`src/rtl/ingress_dwrr_arb_pkg.sv`:
```
// Shared switch definitions for the ingress deficit-round-robin arbiter.
// Holds the arbiter state encoding and the default geometry: number of
// ingress ports, frame-length width, deficit-counter width and the minimum
// effective quantum.
package ingress_dwrr_arb_pkg;

  localparam int unsigned NPORT = 4;
  localparam int unsigned LEN_W = 11;
  localparam int unsigned DEF_W = 12;
  localparam int unsigned QMIN  = 64;

  typedef enum logic [0:0] {
    StScan,
    StGrant
  } arb_state_e;

endpackage

```
`src/rtl/ingress_dwrr_arb.sv`:
```
// Ingress deficit-round-robin arbiter.
// Chooses which ingress pointer FIFO may move its head frame into the shared
// FIFO. Each port earns max(quantum, QMIN) bytes of credit per visit and is
// granted whenever its credit covers the head frame length.
//
// Ports:
//   clk, rstn      clock; asynchronous active-low reset
//   req            per-port "pointer FIFO not empty"
//   req_len        per-port head-frame length, LEN_W bits per port
//   quantum        per-port quantum in bytes, LEN_W bits per port
//   port_en        per-port enable; a disabled port looks like req=0
//   bp             shared-FIFO backpressure; blocks new grants
//   grant_vld      a frame transfer is granted
//   grant_port     index of the granted port
//   grant_len      frame length latched at grant
//   done           datapath pulse: granted frame fully moved
//   err_done       sticky: done seen outside the grant state
module ingress_dwrr_arb #(
  parameter int unsigned NPORT = ingress_dwrr_arb_pkg::NPORT,
  parameter int unsigned LEN_W = ingress_dwrr_arb_pkg::LEN_W,
  parameter int unsigned DEF_W = ingress_dwrr_arb_pkg::DEF_W,
  parameter int unsigned QMIN  = ingress_dwrr_arb_pkg::QMIN
) (
  input  logic                   clk,
  input  logic                   rstn,
  input  logic [NPORT-1:0]       req,
  input  logic [NPORT*LEN_W-1:0] req_len,
  input  logic [NPORT*LEN_W-1:0] quantum,
  input  logic [NPORT-1:0]       port_en,
  input  logic                   bp,
  output logic                   grant_vld,
  output logic [1:0]             grant_port,
  output logic [LEN_W-1:0]       grant_len,
  input  logic                   done,
  output logic                   err_done
);
  import ingress_dwrr_arb_pkg::*;

  arb_state_e state_q;
  logic [1:0] ptr_q;
  logic       fresh_q;

  logic [NPORT-1:0][DEF_W-1:0] deficit;
  logic [NPORT-1:0][LEN_W-1:0] len_arr;

  logic             req_hit;
  logic [DEF_W-1:0] cur_def;
  logic [LEN_W-1:0] cur_len;
  logic             scan_go;
  logic             do_clear;
  logic             do_add;
  logic             do_sub;
  logic             do_adv;

  // Decision for the port under the pointer; at most one action is true.
  always_comb begin
    cur_def  = deficit[ptr_q];
    cur_len  = len_arr[ptr_q];
    req_hit  = req[ptr_q] & port_en[ptr_q];
    scan_go  = (state_q == StScan) & ~bp;
    do_clear = scan_go & ~req_hit;
    do_add   = scan_go & req_hit & fresh_q;
    do_sub   = scan_go & req_hit & ~fresh_q & (cur_def >= DEF_W'(cur_len));
    do_adv   = scan_go & req_hit & ~fresh_q & ~(cur_def >= DEF_W'(cur_len));
  end

  for (genvar i = 0; i < NPORT; i++) begin : g_port
    logic [LEN_W-1:0] q_raw;
    logic [LEN_W-1:0] q_eff;
    logic [DEF_W:0]   sum;
    logic [DEF_W-1:0] def_q;
    logic [DEF_W-1:0] def_d;
    logic             sel;

    assign len_arr[i] = req_len[i*LEN_W +: LEN_W];
    assign q_raw      = quantum[i*LEN_W +: LEN_W];
    assign q_eff      = (q_raw < LEN_W'(QMIN)) ? LEN_W'(QMIN) : q_raw;
    // One extra bit catches overflow for saturation.
    assign sum        = {1'b0, def_q} + (DEF_W + 1)'(q_eff);
    assign sel        = (ptr_q == 2'(i));

    always_comb begin
      def_d = def_q;
      if (sel) begin
        if (do_clear) begin
          def_d = '0;
        end else if (do_add) begin
          def_d = sum[DEF_W] ? '1 : sum[DEF_W-1:0];
        end else if (do_sub) begin
          def_d = def_q - DEF_W'(cur_len);
        end
      end
    end

    always_ff @(posedge clk or negedge rstn) begin
      if (!rstn) begin
        def_q <= '0;
      end else begin
        def_q <= def_d;
      end
    end

    assign deficit[i] = def_q;
  end

  always_ff @(posedge clk or negedge rstn) begin
    if (!rstn) begin
      state_q    <= StScan;
      ptr_q      <= '0;
      fresh_q    <= 1'b1;
      grant_vld  <= 1'b0;
      grant_port <= '0;
      grant_len  <= '0;
      err_done   <= 1'b0;
    end else begin
      // Includes done arriving on the same edge that enters the grant state.
      if (done && (state_q != StGrant)) begin
        err_done <= 1'b1;
      end
      unique case (state_q)
        StScan: begin
          if (do_clear || do_adv) begin
            ptr_q   <= ptr_q + 2'd1;
            fresh_q <= 1'b1;
          end else if (do_add) begin
            fresh_q <= 1'b0;
          end else if (do_sub) begin
            grant_len  <= cur_len;
            grant_port <= ptr_q;
            grant_vld  <= 1'b1;
            state_q    <= StGrant;
          end
        end
        StGrant: begin
          // Pointer stays put so the same port keeps going while credit lasts.
          if (done) begin
            grant_vld <= 1'b0;
            fresh_q   <= 1'b0;
            state_q   <= StScan;
          end
        end
        default: state_q <= StScan;
      endcase
    end
  end

endmodule
```
`config.mk`:
```
export PLATFORM = sky130hd
export DESIGN_NAME = ingress_dwrr_arb
export DESIGN_NICKNAME = d
export VERILOG_FILES = /design/src/rtl/ingress_dwrr_arb_pkg.sv /design/src/rtl/ingress_dwrr_arb.sv
export SDC_FILE = /design/constraint.sdc
export NUM_CORES = 1
export LEC_CHECK = 0
export ABC_AREA = 1
export CAP_MARGIN = 20
export CORE_AREA = 2 2 147 149
export CTS_BUF_LIST = sky130_fd_sc_hd__clkbuf_4
export DETAILED_ROUTE_END_ITERATION = 16
export DIE_AREA = 0 0 149 151
export PLACE_DENSITY = 0.75
export SLEW_MARGIN = 25
export SYNTH_ARGS = -nofsm -noshare
export SYNTH_HDL_FRONTEND = slang
export SYNTH_SLANG_ARGS = --single-unit
```
`constraint.sdc`:
```
create_clock -name clk -period 6.2 [get_ports clk]
set_input_delay 1.24 -clock clk [delete_from_list [all_inputs] [get_ports clk]]
set_output_delay 1.24 -clock clk [all_outputs]
set_load 0.005 [all_outputs]
```
==> run metrics <==
Netlist Area Pre-Place 9300 um2; Post-Route WL 27,700 um; fillcell total 2,165; Achievable Freq 251 MHz; kind of start point of the critical path register; clock tree from TritonCTS built; share of the core filled with cells in the final layout 0.515; share of post-route cells with drive strength above 1 0.0255; share of total power in combinational logic 0.810; post-route fraction of the period consumed by the critical path 0.642; maximum number of pins on one net before global-route repair 68; Post-route DRC 0; actual transition at the worst max-transition pin 888 ps; final clock skew 17.3 ps; CP max FO 54; All-Layer GR Usage 0.253; first-pass GRT wire length 46,000 um; Die Footprint 22,500 um2; detail-routed net length per standard cell 14.4 um; net count reported at finish 1,856; worst vdd ir 0.222 mV; Yosys warning count 0; Core Box Area 20,800 um2; Net Sw Frac 0.586; H-tree Lvls 3; CP Capture Type register; Psw 3.62 mW; clock-pin slew of the registers on the worst-case setup and hold paths 120 ps; placed insts 1,909; data arrival at the endpoint of the critical path 4360 ps; clock group share of total power 0.043; number of buffers created by CTS 9; number of synthesized flops with an enable pin 0; GPL Wtd Cong 0.965; CTS hold repair buffers 0; Final TNS setup 0 ps; number of synthesized register bits 67; residual antenna-violating net count after detailed routing 0; number of port buffers 114; Boundary Pins 115; Net Count, Synth 1,770; layout overhead on the synthesized area 15.3%; internal portion of total power 2.56 mW; horizontal die dimension 149 um; total gr overflow 0; max-capacitance violation count 0; Cell Pwr Density 576 nW/um2; post-CTS setup buffer count 0; Post-Layout Inst Area 10,700 um2; worst hold-check path type register to register; Post-DP Area 10,600 um2; max_slew headroom 0.408; clock latency on the worst-skew pair 480 ps; number of non-filler instances in the completed layout 1,926; Hold Violations, Final 0; Vias/cell 5.29; Worst Path Class, Setup register to register; final-report setup violation count 0; cell row count 53; via count 10,181; most used flip-flop cell after synthesis dfrtp_1; relative contribution of sequential cells to total power 0.147; mean instance size in the synthesized netlist 5.97 um2; maximum count of clock buffers along a single path 2; count of routing violations after the opening detailed-route iteration 684; number of iterations in the first detailed-routing pass 6; async set-or-reset flop fraction in the synthesized netlist 1.00; shortest clock period the worst path allows after layout 3980 ps; Synth cell types 35; top cells by area in the synthesized netlist nand2_1, dfrtp_1, ha_1; via count of the first global-routing pass 9,494; share of synthesized area occupied by flip-flops and latches 0.180; outcome finished, final reports clean; Pwr Total 6.18 mW; clk sink count 67; half-perimeter wire length after detailed placement 22,100 um; leakage dissipation 5.86 nW; Slew Limit Fails 0; vertical die dimension 151 um; number of antenna violations at the first check in global routing 1; cts repair resizes 0; portion of synthesized cell area occupied by the leading cell type 0.210; setup repair after global routing missed its margin no; cell type with the highest aggregate area in the netlist nand2_1; post-synthesis instance total 1,559; CTS root buffer clkbuf_4; required time at the worst-slack endpoint 6580 ps; initial core utilization 0.447
## metal layers
| layer | vias up | GRT usage | wire length, um |
|---|---|---|---|
| met5 | - | 0 | 0 |
| met4 | 0 | 0.0862 | 720 |
| met3 | 55 | 0.0280 | 1360 |
| met2 | 294 | 0.426 | 12800 |
| met1 | 4581 | 0.339 | 12800 |
| li1 | 5251 | - | - |
## flip-flops by register name (all words and copies together), names as in the netlist
| register | cells |
|---|---|
| state_q | 1 |
| grant_len | 11 |
| grant_vld | 1 |
| err_done | 1 |
| fresh_q | 1 |
| ptr_q | 2 |
| g_port.def_q | 48 |
| grant_port | 2 |
## worst max-delay path: stages, from the launching register on
cell and delay (ps):
dfrtp_1 350, buf_4 470, inv_2 460, nand2_1 170, a32o_1 640, ha_1 370
inv_1 70, nor2_1 30, o21ai_0 140, nand2_1 70, nand3_1 80, nand3_2 140
nand2_4 280, nand2_8 150, nand2_4 210, inv_2 90, nand2_1 80, nand2_1 50
## power by group through the flow
stage	Clock (mW)	Sequential (mW)	Combinational [mW]
2_1_floorplan	0	0.783	3.84
5_1_grt	0.292	0.924	5.72
6_report	0.269	0.906	5.00
3_3_place_gp	0	0.907	4.84
3_5_place_dp	0	0.905	4.90
4_1_cts	0.274	0.896	4.93
## through the flow
stage	worst slack, ps	hold WS [ps]
after detailed placement	1770	449
after global placement	1890	450
after global routing	1790	504
final	2220	481
after CTS	2260	483
after floorplan	2690	451
## cell usage after synthesis, drive strengths merged (2+ instances only)
library cell and number:
a21boi 2, a21o 5, a21oi 80, a32o 10
buf 11, clkbuf 33, dfrtp 66, fa 8
ha 103, inv 197, nand2 527, nand3 148
nand4 31, nor2 161, nor3 4, nor4 4
o21ai 106, o21bai 8, o22ai 13, xnor2 16
xor2 22
## worst paths after layout
| check | from | end | slack [ps] | cells after the start |
|---|---|---|---|---|
| hold / removal | err_done | err_done | 480 | 1 |
| min in group asynchronous | rstn | g_port[1].def_q[8] | 950 | 2 |
| setup / recovery | ptr_q[0] | g_port[1].def_q[3] | 2220 | 17 |
| setup reg to reg | ptr_q[0] | g_port[1].def_q[3] | 2220 | 17 |
| hold reg to reg | err_done | err_done | 480 | 1 |
| max in group asynchronous | rstn | g_port[2].def_q[6] | 4680 | 2 |
## cells by family (layout without fill, tap and decap cells)
kind of cell,after synthesis,in the layout,synth area share
AOI/OAI and AO/OA,226,226,0.133
xor gates and xnor gates,38,38,0.0358
adders and majority gates,111,111,0.156
buffers and inverters,241,332,0.103
DFF,67,67,0.180
other,0,1,0
and+or+nand+nor,876,876,0.392
## cell type report
cell class / count / area [um2] / share of cell area
Sequential cell: 67 / 1680 / 0.156
Timing Repair Buffer: 119 / 1170 / 0.109
Antenna cell: 1 / 2.50 / 0.000233
Inverter: 197 / 739 / 0.0690
Tap cell: 275 / 344 / 0.0321
Clock buffer: 9 / 67.6 / 0.00630
Multi-Input combinational cell: 1251 / 6670 / 0.622
Clock inverter: 7 / 51.3 / 0.00478
## cells in the final DEF (no fill, tap or decap), types with 2 or more instances in the layout
cell type        count
nand2_1            520
o21ai_1             19
nor2_2               3
o22ai_1             13
nand4_1             31
nand3_1            147
clkinv_2             2
ha_1               103
nor2_1             158
o21bai_1             8
a21oi_1             80
nor4_1               4
clkbuf_4             9
a21boi_0             2
inv_1              190
nor3_1               4
clkdlybuf4s50_1    113
inv_2                7
dfrtp_1             66
xnor2_1             16
nand2_8              2
inv_6                2
o21ai_0             87
clkinvlp_4           2
fa_1                 8
xor2_1              22
a21o_1               5
buf_4                5
a32o_1              10
nand2_4              4
No activity file was read; power rests on OpenSTA's default activity.
